## config.mk

```make
export PLATFORM = sky130hd
export DESIGN_NAME = bicycle_mode_ctrl
export DESIGN_NICKNAME = d
export VERILOG_FILES = /design/src/rtl/bicycle_mode_ctrl.sv
export SDC_FILE = /design/constraint.sdc
export NUM_CORES = 1
export LEC_CHECK = 0
export CELL_PAD_IN_SITES_DETAIL_PLACEMENT = 1
export CELL_PAD_IN_SITES_GLOBAL_PLACEMENT = 1
export CORE_MARGIN = 1
export CORE_UTILIZATION = 43
export CTS_CLUSTER_DIAMETER = 30
export CTS_CLUSTER_SIZE = 28
export DETAILED_ROUTE_END_ITERATION = 16
export PLACE_DENSITY_LB_ADDON = 0.15
export REMOVE_ABC_BUFFERS = 1
export SYNTH_ARGS = -nofsm -noshare
export SYNTH_HDL_FRONTEND = slang
export SYNTH_SLANG_ARGS = --single-unit
```

## constraint.sdc

```tcl
create_clock -name clk -period 6 [get_ports clk]
set_input_delay 1.5 -clock clk [delete_from_list [all_inputs] [get_ports clk]]
set_output_delay 1.5 -clock clk [all_outputs]
set_load 0.02 [all_outputs]
```

## src/rtl/bicycle_mode_ctrl.sv

```systemverilog
// Rear-light mode sequencer and per-blinker rate controller.
// Optional idle auto-off timer compiled in with `define AUTO_OFF_EN.
module bicycle_mode_ctrl #(
  parameter int RATE_W     = 3,
  parameter int FAST_INIT  = 2,
  parameter int SLOW_INIT  = 5,
  parameter int RATE_MIN   = 0,
  parameter int RATE_MAX   = 7,
  parameter int IDLE_BEATS = 64
) (
  input  logic              clk,
  input  logic              reset,
  input  logic              beat,
  input  logic              next,
  input  logic              faster,
  input  logic              slower,
  output logic [1:0]        mode,
  output logic [RATE_W-1:0] rate,
  output logic              fast_shl,
  output logic              fast_shr,
  output logic              slow_shl,
  output logic              slow_shr
);

  typedef enum logic [1:0] {
    M_OFF  = 2'b00,
    M_ON   = 2'b01,
    M_FAST = 2'b10,
    M_SLOW = 2'b11
  } mode_t;

  localparam logic [RATE_W-1:0] R_MIN = RATE_W'(RATE_MIN);
  localparam logic [RATE_W-1:0] R_MAX = RATE_W'(RATE_MAX);

  mode_t             st;
  logic [RATE_W-1:0] fast_rate;
  logic [RATE_W-1:0] slow_rate;
  logic              next_q;
  logic              faster_q;
  logic              slower_q;
  logic              armed;
  logic              next_e;
  logic              faster_e;
  logic              slower_e;
  logic              any_e;
  logic              go_up;
  logic              go_dn;
  logic              timeout;

  // armed masks the first cycle so a button held through reset is not an edge
  assign next_e   = armed & next & ~next_q;
  assign faster_e = armed & faster & ~faster_q;
  assign slower_e = armed & slower & ~slower_q;
  assign any_e    = next_e | faster_e | slower_e;
  assign go_dn    = faster_e & ~slower_e;
  assign go_up    = slower_e & ~faster_e;

`ifdef AUTO_OFF_EN
  localparam int CNT_W = $clog2(IDLE_BEATS + 1);
  localparam logic [CNT_W-1:0] C_MAX = CNT_W'(IDLE_BEATS);

  logic [CNT_W-1:0] idle_cnt;

  assign timeout = (idle_cnt == C_MAX);

  always_ff @(posedge clk or negedge reset) begin
    if (!reset) begin
      idle_cnt <= '0;
    end else if (any_e || timeout || st == M_OFF) begin
      idle_cnt <= '0;
    end else if (beat && idle_cnt != C_MAX) begin
      idle_cnt <= idle_cnt + 1'b1;
    end
  end
`else
  logic unused_ok;

  assign timeout   = 1'b0;
  assign unused_ok = beat ^ (IDLE_BEATS == 0);
`endif

  always_ff @(posedge clk or negedge reset) begin
    if (!reset) begin
      st        <= M_OFF;
      fast_rate <= RATE_W'(FAST_INIT);
      slow_rate <= RATE_W'(SLOW_INIT);
      next_q    <= 1'b0;
      faster_q  <= 1'b0;
      slower_q  <= 1'b0;
      armed     <= 1'b0;
      fast_shl  <= 1'b0;
      fast_shr  <= 1'b0;
      slow_shl  <= 1'b0;
      slow_shr  <= 1'b0;
    end else begin
      armed    <= 1'b1;
      next_q   <= next;
      faster_q <= faster;
      slower_q <= slower;
      fast_shl <= 1'b0;
      fast_shr <= 1'b0;
      slow_shl <= 1'b0;
      slow_shr <= 1'b0;
      if (next_e) begin
        unique case (st)
          M_OFF:   st <= M_ON;
          M_ON:    st <= M_FAST;
          M_FAST:  st <= M_SLOW;
          default: st <= M_OFF;
        endcase
      end else if (timeout && !any_e) begin
        st <= M_OFF;
      end else if (st == M_FAST) begin
        if (go_dn && fast_rate != R_MIN) begin
          fast_rate <= fast_rate - 1'b1;
          fast_shr  <= 1'b1;
        end else if (go_up && fast_rate != R_MAX) begin
          fast_rate <= fast_rate + 1'b1;
          fast_shl  <= 1'b1;
        end
      end else if (st == M_SLOW) begin
        if (go_dn && slow_rate != R_MIN) begin
          slow_rate <= slow_rate - 1'b1;
          slow_shr  <= 1'b1;
        end else if (go_up && slow_rate != R_MAX) begin
          slow_rate <= slow_rate + 1'b1;
          slow_shl  <= 1'b1;
        end
      end
    end
  end

  assign mode = st;

  always_comb begin
    rate = '0;
    unique case (st)
      M_FAST:  rate = fast_rate;
      M_SLOW:  rate = slow_rate;
      default: rate = '0;
    endcase
  end

endmodule

```

# Yosys cells after proc, flatten, opt, wreduce, memory -nomap -nowiden
# Index checks and enable logic that the tools add are counted.
# totals
regBits	16
in_bits	6
out_inout_bits	9
elab_cells	68
# op_classes
add_sub_neg	4
eq_ne	5
n_mux	22
bitwise_logic	15
reduce_logical	11
# ops
cell	n
1-bit 2-to-1 mux	16
3-bit 2-to-1 mux	4
1-bit AND	8
1-bit inverter	7
3-bit by 1-bit adder with 3-bit output (second input constant)	2
3-bit inequality test (second input constant)	2
2-bit one-hot mux with 3 select lines	1
3-bit one-hot mux with 2 select lines	1
3-bit nonzero test	2
3-bit by 1-bit subtractor with 3-bit output (second input constant)	2
2-bit == test (second input constant)	2
1-bit logical AND	4
4-bit AND reduction	1
2-bit nonzero test	2
3-bit AND reduction	1
2-bit by 1-bit == test with 1-bit output (second input constant)	1
2-bit zero test	1

# Logic depth before layout (Yosys ltp)
# depth
word_depth	10
depth_mapped	9
depth_no_buf	9

# Least setup slack after synthesis
# OpenSTA, ideal clock, no wires.
# synth_timing
path_type	in2reg
startpoint	in faster
endpoint	reg slow_rate[2]
setup_time_ps	80
arrival_ps	3234
required_time_ps	5920
path_slack_ps	2686
cell_stages	7
n_path_buf	0
cell_sequence	nor2b_1 -> nand3_2 -> a21o_1 -> ha_1 -> or4_1 -> a211o_1 -> o2bb2ai_1
# synth_via
elab_chain_len	7
word_cells_on_any_way	10
classes_between	mux (1); bitwise (5); reduce/logical (4)
# synth_lines
item	line_no	rtl
start: declaration	15	input logic faster,
1-bit AND * (2 in series)	52	assign faster_e = armed & faster & ~faster_q;
1-bit inverter	56	assign go_up = slower_e & ~faster_e;
1-bit AND	56	
1-bit logical AND	125	end else if (go_up && slow_rate != R_MAX) begin
2-bit nonzero test (no source line)	-	
4-bit AND reduction (no source line)	-	
end signal: assignment	86	slow_rate <= RATE_W'(SLOW_INIT);
end signal: assignment	123	slow_rate <= slow_rate - 1'b1;
end signal: assignment	126	slow_rate <= slow_rate + 1'b1;
end: declaration	37	logic [RATE_W-1:0] slow_rate;
# Mark *: on every way between the ends. The rest lies on a longest branch, timed or not.
# A chain may end at the register's enable or synchronous reset.

# Final worst setup path
# layout_timing
startpoint	in faster
endpoint	reg fast_rate[2]
# layout_via
elab_chain_len	7
word_cells_on_any_way	10
classes_between	mux (1); bitwise (5); reduce/logical (4)
# layout_lines
item	line_no	rtl
1-bit AND * (2 in series)	52	
1-bit inverter	56	
1-bit AND	56	
1-bit logical AND	117	end else if (go_up && fast_rate != R_MAX) begin
2-bit nonzero test (no source line)	-	
3-bit AND reduction (no source line)	-	
end signal: assignment	85	fast_rate <= RATE_W'(FAST_INIT);
end signal: assignment	115	fast_rate <= fast_rate - 1'b1;
end signal: assignment	118	fast_rate <= fast_rate + 1'b1;
end: declaration	36	logic [RATE_W-1:0] fast_rate;
# Marks and branches as above.

==> metrics <==
status=finished, final reports clean; sum of negative setup slack=0 ns; number of cells on the worst hold path=1; Post-DRT Antenna Nets=0; flop2flop setup slack=3.46 ns; net switching power=161 µW; cell depth of the worst flop-to-flop path=7; H-tree lvl count=1; transition time at the pin with the least slew margin=0.707 ns; CTS tree=done; RSZ-0062 raised after global routing=false; clock power share=0.146; first-pass GRT wire length=3680 µm; number of warnings printed during yosys synthesis=0; endpoint class of the critical path=flop; nature of the critical path startpoint=input port; mean routed wirelength per cell=16.5 µm; Critical-path top delay cell=or4_1; post-CTS setup-driven buffer insertion count=0; worst path bufs/invs=1; die area=0.00234 mm²; sequential cell area fraction in the yosys report=0.437; Synth-to-Final Area Change=18.5%; Static Leakage=0.000447 µW; largest fanout on the critical path=8; area share of the leading cell type in the synthesized netlist=0.352; post-cts hold buffer count=0; # clock sinks=16; setup violators final=0; worst path required time=6.15 ns; port bufs=13; Initial Util=0.467; clock skew after layout=0.00834 ns; antenna violations before repair=0; kind of cell adding the most delay to the critical path=simple AND/OR/NAND/NOR gates; detailed-routing iteration count for the pre-antenna-repair pass=4; worst min-delay path startpoint=slow_rate[2]$_DFFE_PN1P_; area inside the core boundary=0.00198 mm²; cell area power density=371 mW/mm²; Detail Route met2 WL=1050 µm; worst setup slack after layout=2.10 ns; number of enable-type register cells in the synthesized netlist=0; Mapped Cells=92; quantity of gates resized following cts=0; number of maximum-capacitance violations=0; maximum ir drop on the vdd rail=0.222 mV; DR vias=775; number of nets in the layout=116; post-detailed-placement half-perimeter wirelength=1600 µm; number of I/O pins=15; drt initial violations=10; cell type with the largest total area after synthesis=dfrtp_1; Core Rows=16; maximum number of pins on one net before global-route repair=17; mean instance size in the synthesized netlist=10.1 µm²; flip-flop and latch count after synthesis=16; CTS Buf Count=3; proportion of power drawn by flip-flops and latches=0.430; clock latency at the later pin of the worst-skew pair=0.28 ns; library cell with the highest instance count after synthesis=dfrtp_1; Commonest cells post-synth=13 x dfrtp_1, 7 x nor3_1, 6 x nor2_1; hold_ws=0.554 ns; sum of routed wire length over all layers=2170 µm; Tmin final=3.90 ns; Met1 Wirelength=1040 µm; highest metal layer used by the detailed router=met4; number of diodes=0; count of unresolved DRC violations after routing=0; kind of critical path=input port to flop; top achievable clock speed=257 MHz; worst rel slew slack=0.527; GRT overflow=0; Mapped Area=925 µm²; layout cell share with drive strength beyond 1=0.115; worst slack at placement=1.81 ns; share of async-settable or async-resettable flops after synthesis=1.00; number of different library cells in the post-synthesis netlist=36; Root Buffer=clkbuf_4; combinational fraction of design power=0.424; Area contributors post-synth=dfrtp_1 35%, dfstp_2 8.5%, ha_1 6.8%; die boundary height=48.4 µm; All-Layer GR Usage=0.201; weighted congestion reported at the end of routability-driven placement=0.831; Tcrit/Tclk final=0.649; buffers from clock root to sink, at most=2; top_reg_cell synth=dfrtp_1; end point of the worst hold path=slow_rate[2]$_DFFE_PN1P_; horizontal die dimension=48.4 µm; number of filler instances in the final layout=221; net switching fraction of the power=0.395; Min-Delay Path Class=flop to flop; post-CTS clock slew at the launch and capture registers of the worst setup and hold paths=0.09 ns; Reg-to-Reg Start=faster_q$_DFF_PN0_; number of pins with negative max-slew slack in the final report=0; vias in the first global route=777; internal power=246 µW; ordered list of cells on the worst path=clkdlybuf4s50_1 > nor2b_1 > nand3_2 > a21o_1 > ha_1 > or4_1 > a211oi_1 > o22ai_1; data arrival time of the critical path=4.05 ns; mean number of vias per cell=5.92; delay of the slowest critical-path stage=0.52 ns; Met3 Routed Length=60 µm; capturing point of the worst reg2reg path=fast_rate[2]$_DFFE_PN0P_; final hold violation count=0
==> power by group through the flow <==
stage          Combinational, µW  Sequential [µW]  Clock (µW)
3_3_place_gp                 166              175           0
4_1_cts                      174              176        61.0
3_5_place_dp                 174              177           0
2_1_floorplan                107              175           0
6_report                     172              175        59.2
5_1_grt                      193              180        64.3
==> worst register-to-register path, cell delays in order, from the launching register on <==
cell	delay, ns
dfrtp_1	0.40
nor2b_1	0.35
nand3_2	0.24
a21o_1	0.24
ha_1	0.23
or4_1	0.52
a211oi_1	0.30
o22ai_1	0.13
==> through the flow <==
stage,cell area (µm²),util,std cells,power (µW)
floorplan,906,-,87,283
global placement,1070,0.540,127,341
detailed placement,1070,0.540,127,351
CTS,1100,0.553,131,411
global route,1100,0.553,131,438
finish,1100,0.553,131,406
==> area by class of cell <==
cell class,count,area [µm²],area share
multi-input cells,67,487,0.444
flip-flops and latches,16,404,0.369
repair buffers,13,130,0.119
well taps,27,33.8,0.0308
clock buffers,4,26.3,0.0240
inverters,4,15.0,0.0137
==> how the worst max path moves through the flow <==
stage	slack, ns	start	depth (start not counted)	endpoint
floorplan	2.69	faster	7	slow_rate[2]$_DFFE_PN1P_
global placement	1.88	faster	8	fast_rate[2]$_DFFE_PN0P_
detailed placement	1.81	faster	8	fast_rate[2]$_DFFE_PN0P_
CTS	2.11	faster	8	fast_rate[2]$_DFFE_PN0P_
global route	1.96	faster	8	fast_rate[2]$_DFFE_PN0P_
finish	2.10	faster	8	fast_rate[2]$_DFFE_PN0P_
==> layer usage <==
layer / vias to the layer above / track usage
met1: 397 / 0.282
met3: 2 / 0.0314
met4: 0 / 0.0441
li1: 364 / -
met5: - / 0
met2: 12 / 0.329
==> cells in the final DEF, fill, tap and decap left out, types with 3 or more instances in the layout <==
cell type,n
a22o_1,3
clkbuf_4,3
clkdlybuf4s50_1,13
dfrtp_1,13
dfstp_2,3
ha_1,5
inv_1,4
nand2_1,5
nand3b_1,4
nand4_1,4
nor2_1,6
nor3_1,7
==> logic make-up (layout without fill, tap and decap cells) <==
kind of cell | after synthesis | count (layout) | synth area share
AND/OR/NAND/NOR | 39 | 39 | 0.246
AO/OA/AOI/OAI | 17 | 17 | 0.149
flip-flops | 16 | 16 | 0.437
buffers and inverters | 9 | 21 | 0.0365
adder cells (fa/ha/maj) | 5 | 5 | 0.0677
multiplexers | 3 | 3 | 0.0406
XOR/XNOR | 2 | 2 | 0.0189
other | 1 | 1 | 0.00406
Power figures use the tool's default switching activity.
==> edit 1, RTL diff (config.mk and constraints unchanged) <==
Add a define of `AUTO_OFF_EN`.
--- a/src/rtl/bicycle_mode_ctrl.sv
+++ b/src/rtl/bicycle_mode_ctrl.sv
@@ -1,5 +1,7 @@
 // Rear-light mode sequencer and per-blinker rate controller.
 // Optional idle auto-off timer compiled in with `define AUTO_OFF_EN.
+`define AUTO_OFF_EN
+
 module bicycle_mode_ctrl #(
   parameter int RATE_W     = 3,
   parameter int FAST_INIT  = 2,
Function: no difference found for any inputs over 10 cycles, from zero or initial values and one cycle with reset low; that may be too few to reach the edited logic, so the function may still have changed.
==> edit 1 against the original RTL <==
Wire length rose by 14%; setup slack improved by 0.39 ns; global-route usage fell by 2.2 points; utilization fell by 3.3 points; die area rose by 33%; area after synthesis rose by 35%; clock skew fell by 0.0011 ns; non-clock buffer count rose by 1; design area rose by 31%; power rose by 18%; sequential power rose by 29%; sequential share of layout area rose by 3.5 points; sequential cell count rose by 7.
==> edit 1: results (changes against the original RTL) <==
[run_status]
outcome = complete, no violations

[synthesis]
sequential_cell_area_fraction_in_the_yosys_report_pct = 46.53  ; +2.8 points
yosys-top-cells-area = dfrtp_1 (40%), dfstp_2 (6.3%), ha_1 (6.0%)
ffs_latches_synth = 23  ; +7
synth_cell_types = 38  ; +5.6%
synth_area_per_cell_um2 = 10.92  ; +8.7%
synth_commonest_cells = dfrtp_1 (20), nor2_1 (12), inv_1 (9), nor3_1 (8), nand2_1 (7)

[global_route]
grt_start_max_net_pins = 24  ; +7
track_usage_pct = 17.88  ; -2.2 points
number_of_global_route_vias_before_repair = 956  ; +23%
grt_first_pass_wirelength_mm = 4.409  ; +20%

[place]
io_buffers = 14  ; +1
pre_cts_ws_ns = 2.183  ; +0.3730 ns
sum_of_net_half_perimeters_after_detailed_placement_mm = 1.903  ; +19%
place.gp.congestion = 0.7528  ; -9.4%

[routing]
detail_route.wirelength_mm = 2.471  ; +14%
via_per_inst = 5.578  ; -5.7%
dr.first_iter.drc_count = 19  ; +9
drt_pass1_iterations = 5  ; +1

[finish]
post_layout_net_count = 144  ; +24%
n_multi_input_combinational_cell = 80  ; +19%
regArea_um2 = 579.3  ; +43%
inverters_excl_clock = 9  ; +5
layout.buffer.nonclock.area_share_pct = 9.773  ; -2.1 points
final-clk-cell-share_pct = 2.094  ; -0.30 points
multi_input_logic_portion_of_the_cell_area_pct = 42.67  ; -1.7 points
fillCellCount = 303  ; +37%

[power]
ir_drop_uv = 222.7  ; +0.23%
p_leak_nw = 0.6323  ; +42%
internal-power_mw = 0.2919  ; +19%

[critical_path]
critical_path_peak_fanout = 7  ; -1
arrival_ns = 3.77  ; -0.28 ns
reg2regPathDepth = 9  ; +2
critPathCapture = slow_rate[2]$_DFFE_PN1P_
rrSetupSlack_ns = 3.77  ; +0.31 ns

[clocking]
worstSkewPairLatency_ns = 0.33  ; +0.05 ns

[worst_hold_path]
hold-path-endpoint = fast_rate[2]$_DFFE_PN0P_

[timing]
fmax_mhz = 285.1  ; +11%

==> edit 1: worst max-delay path, stage by stage <==
cell,delay (ns)
clkdlybuf4s50_1,0.49
nor2b_4,0.16
nand3_1,0.28
nor3_1,0.27
a21o_1,0.12
ha_1,0.22
inv_1,0.08
o21ai_0,0.22
o32ai_1,0.13
mux2_1,0.31
==> edit 1: metal layers <==
metal | global-route usage [%] | part of all wire [%]
met1 | 23.90 | 48
met2 | 29.95 | 47
met3 | 2.791 | 3.4
met4 | 5.357 | 1.6
met5 | 0 | 0
==> edit 1: power groups by stage <==
stage / sequential (mW) / clock, mW / combinational (mW)
finish: 0.226 / 0.0784 / 0.176
global route: 0.231 / 0.0857 / 0.199
CTS: 0.226 / 0.0822 / 0.178
detailed placement: 0.230 / 0 / 0.178
global placement: 0.227 / 0 / 0.169
floorplan: 0.228 / 0 / 0.110
==> edit 1: cell families (layout without fill, tap and decap cells) <==
family | after synthesis | in the layout | synth area share, %
AND/OR/NAND/NOR | 41 | 41 | 18.39
other | 1 | 1 | 0.3012
XOR/XNOR | 9 | 9 | 6.331
AO/OA/AOI/OAI | 18 | 18 | 13.07
adder cells (fa/ha/maj) | 7 | 7 | 7.638
buffers and inverters | 11 | 27 | 4.321
flip-flops | 23 | 23 | 46.53
multiplexers | 4 | 4 | 3.417
==> edit 1: per-stage QoR <==
| step | area, um^2 | util (%) |
|---|---|---|
| 2_1_floorplan | 1225 | - |
| 3_3_place_gp | 1404 | 50.91 |
| 3_5_place_dp | 1404 | 50.91 |
| 4_1_cts | 1434 | 52.00 |
| 5_1_grt | 1434 | 52.00 |
| 6_report | 1434 | 52.00 |
==> edit 2, RTL diff (same settings) <==
Without the edit above. Add an input register stage for `next`, `faster` and `slower`, without a reset; this delays them by one clock. The other inputs are not delayed to match.
--- a/src/rtl/bicycle_mode_ctrl.sv
+++ b/src/rtl/bicycle_mode_ctrl.sv
@@ -32,6 +32,16 @@
   localparam logic [RATE_W-1:0] R_MIN = RATE_W'(RATE_MIN);
   localparam logic [RATE_W-1:0] R_MAX = RATE_W'(RATE_MAX);
 
+  logic next_r;
+  logic faster_r;
+  logic slower_r;
+
+  always_ff @(posedge clk) begin
+    next_r   <= next;
+    faster_r <= faster;
+    slower_r <= slower;
+  end
+
   mode_t             st;
   logic [RATE_W-1:0] fast_rate;
   logic [RATE_W-1:0] slow_rate;
@@ -48,9 +58,9 @@
   logic              timeout;
 
   // armed masks the first cycle so a button held through reset is not an edge
-  assign next_e   = armed & next & ~next_q;
-  assign faster_e = armed & faster & ~faster_q;
-  assign slower_e = armed & slower & ~slower_q;
+  assign next_e   = armed & next_r & ~next_q;
+  assign faster_e = armed & faster_r & ~faster_q;
+  assign slower_e = armed & slower_r & ~slower_q;
   assign any_e    = next_e | faster_e | slower_e;
   assign go_dn    = faster_e & ~slower_e;
   assign go_up    = slower_e & ~faster_e;
@@ -94,9 +104,9 @@
       slow_shr  <= 1'b0;
     end else begin
       armed    <= 1'b1;
-      next_q   <= next;
-      faster_q <= faster;
-      slower_q <= slower;
+      next_q   <= next_r;
+      faster_q <= faster_r;
+      slower_q <= slower_r;
       fast_shl <= 1'b0;
       fast_shr <= 1'b0;
       slow_shl <= 1'b0;
Formal check against the unedited RTL: not equivalent (a bounded check fails within 4 cycles, from zero or initial values and one cycle with reset low).
==> edit 2 against the original RTL <==
Fmax rose by 15%; design area rose by 7.8%; area after synthesis rose by 11%; worst hold slack worse by 0.20 ns; wire length is 5.0% lower; register-to-register slack better by 0.05 ns; sequential cell count increased by 3; setup slack better by 0.52 ns; first-iteration DRC count is 10% higher; highest routed layer unchanged; power shrank 2.7%; global-route usage is 1.4 points lower.
==> edit 2: results (changes against the original RTL) <==
[timing]
slew_headroom_pct = 51.70  ; -1.0 points
finalClockSkew_ns = 0.009220  ; +0.0008828 ns
final.min_clock_period_ns = 3.378  ; -0.5180 ns

[clocking]
worstSkewPairLatency_ns = 0.30  ; +0.02 ns
cts-htree-levels = 1  ; unchanged
clk_pin_slew_ns = 0.11  ; +0.02 ns
cts_post_setup_buffers_inserted = 0  ; unchanged

[power]
power.share.switching_pct = 37.98  ; -1.6 points
ir_drop_uv = 217.4  ; -2.2%
p_leak_nw = 0.4914  ; +10%

[critical_path]
slowest_delay_ns = 0.60  ; +0.08 ns
cp_top_delay_family = buffers and inverters
critical_path.startpoint = mode[0]$_DFFE_PN0N_
critical_path_peak_fanout = 7  ; -1
arrival_ns = 1.88  ; -2.17 ns
critical-path-slowest-cell = clkdlybuf4s50_1
rrSetupSlack_ns = 3.51  ; +0.05 ns

[routing]
drt_pass1_iterations = 4  ; unchanged
via_per_inst = 5.624  ; -4.9%
dr.first_iter.drc_count = 11  ; +1
avgRoutedWirePerCell_um = 15.48  ; -6.5%

[global_route]
grt_first_pass_wirelength_mm = 3.519  ; -4.3%
track_usage_pct = 18.69  ; -1.4 points
number_of_global_route_vias_before_repair = 746  ; -4.0%

[synthesis]
sequential_cell_area_fraction_in_the_yosys_report_pct = 45.19  ; +1.5 points
yosys-top-cells-area = dfrtp_1 (32%), dfstp_2 (7.7%), ha_1 (6.1%)
synth_cell_types = 43  ; +19%
synth_commonest_cells = dfrtp_1 (13), nor3_1 (7), ha_1 (5), nor2_1 (5)
synth-async-reset-ratio_pct = 84.21  ; -16 points
syn-instance-count = 93  ; +1.1%

[finish]
share_of_final_layout_standard_cells_stronger_than_drive_strength_1_pct = 16.19  ; +4.7 points
post_layout_net_count = 117  ; +0.86%
stdcell_count = 133  ; +1.5%
num_antenna_cells = 0  ; unchanged

[worst_hold_path]
holdCritStartpoint = next_r$_DFF_P_
min_path_type = flop to flop

[place]
sum_of_net_half_perimeters_after_detailed_placement_mm = 1.572  ; -1.8%
place.gp.congestion = 0.8227  ; -0.95%
pre_cts_ws_ns = 2.957  ; +1.148 ns

[floorplan]
die-area_um2 = 2588  ; +11%

[run_status]
outcome = complete, no violations

[edit 2: cell types whose count changed after synthesis, moves of 2 or more]
cell      unedited run  this run
dfxtp_1              0         3
clkbuf_1             5         2
buf_6                0         3
or2b_1               2         0
nor2b_1              2         0
[edit 2: kinds of logic after synthesis]
logic type	count (synthesis)	share of synthesized area [%]
compound gates	17	14.98
xor+xnor	2	1.706
fa+ha+maj	5	6.090
buf+inv	9	5.481
flops	19	45.19
mux	3	3.653
other cells	1	0.3651
simple gates	37	22.53
[edit 2: power by group through the flow]
stage | Clock (mW) | Combinational [mW] | Sequential (mW)
4_1_cts | 0.0674 | 0.143 | 0.187
5_1_grt | 0.0748 | 0.155 | 0.192
3_3_place_gp | 0 | 0.137 | 0.187
2_1_floorplan | 0 | 0.0895 | 0.189
3_5_place_dp | 0 | 0.144 | 0.190
6_report | 0.0658 | 0.142 | 0.187
[edit 2: final cells by class]
cell class	instances	area [um^2]
well taps	28	35.03
repair buffers	13	130.1
fillers	249	1052
clock buffers	3	22.52
multi-input cells	65	506.7
clock inverters	1	7.507
inverters	4	15.01
flip-flops and latches	19	464.2
[edit 2: worst paths after layout]
kind	endpoint	depth (start not counted)
setup / recovery	rate[2]	4
hold / removal	next_q$_DFF_PN0_	0
setup reg to reg	fast_rate[2]$_DFFE_PN0P_	9
hold reg to reg	next_q$_DFF_PN0_	0
max in group asynchronous	slow_rate[1]$_DFFE_PN0P_	1
min in group asynchronous	faster_q$_DFF_PN0_	1
[edit 2: layer usage]
layer | track usage [%] | vias to the layer above | routed length [um]
met5 | 0 | - | 0
met4 | 3.704 | 0 | 14
met3 | 6.250 | 2 | 72
met2 | 30.67 | 14 | 1009
met1 | 24.05 | 367 | 962
li1 | - | 365 | -
[edit 2: worst register-to-register path, delay by kind of cell (launching register included)]
| family | cells | cell delay, ns |
|---|---|---|
| compound gates | 4 | 1.00 |
| flops | 1 | 0.40 |
| fa+ha+maj | 1 | 0.20 |
| buf+inv | 1 | 0.08 |
| simple gates | 3 | 0.71 |
[edit 2: metrics by stage]
step / cell area (um^2) / utilization (%) / hold WS (ns) / total power [mW]
5_1_grt: 1181 / 52.89 / 0.3673 / 0.4218
3_5_place_dp: 1151 / 51.54 / 0.3478 / 0.3333
4_1_cts: 1181 / 52.89 / 0.3644 / 0.3975
6_report: 1181 / 52.89 / 0.3589 / 0.3950
3_3_place_gp: 1151 / 51.54 / 0.3436 / 0.3240
2_1_floorplan: 985.9 / - / 0.3324 / 0.2785
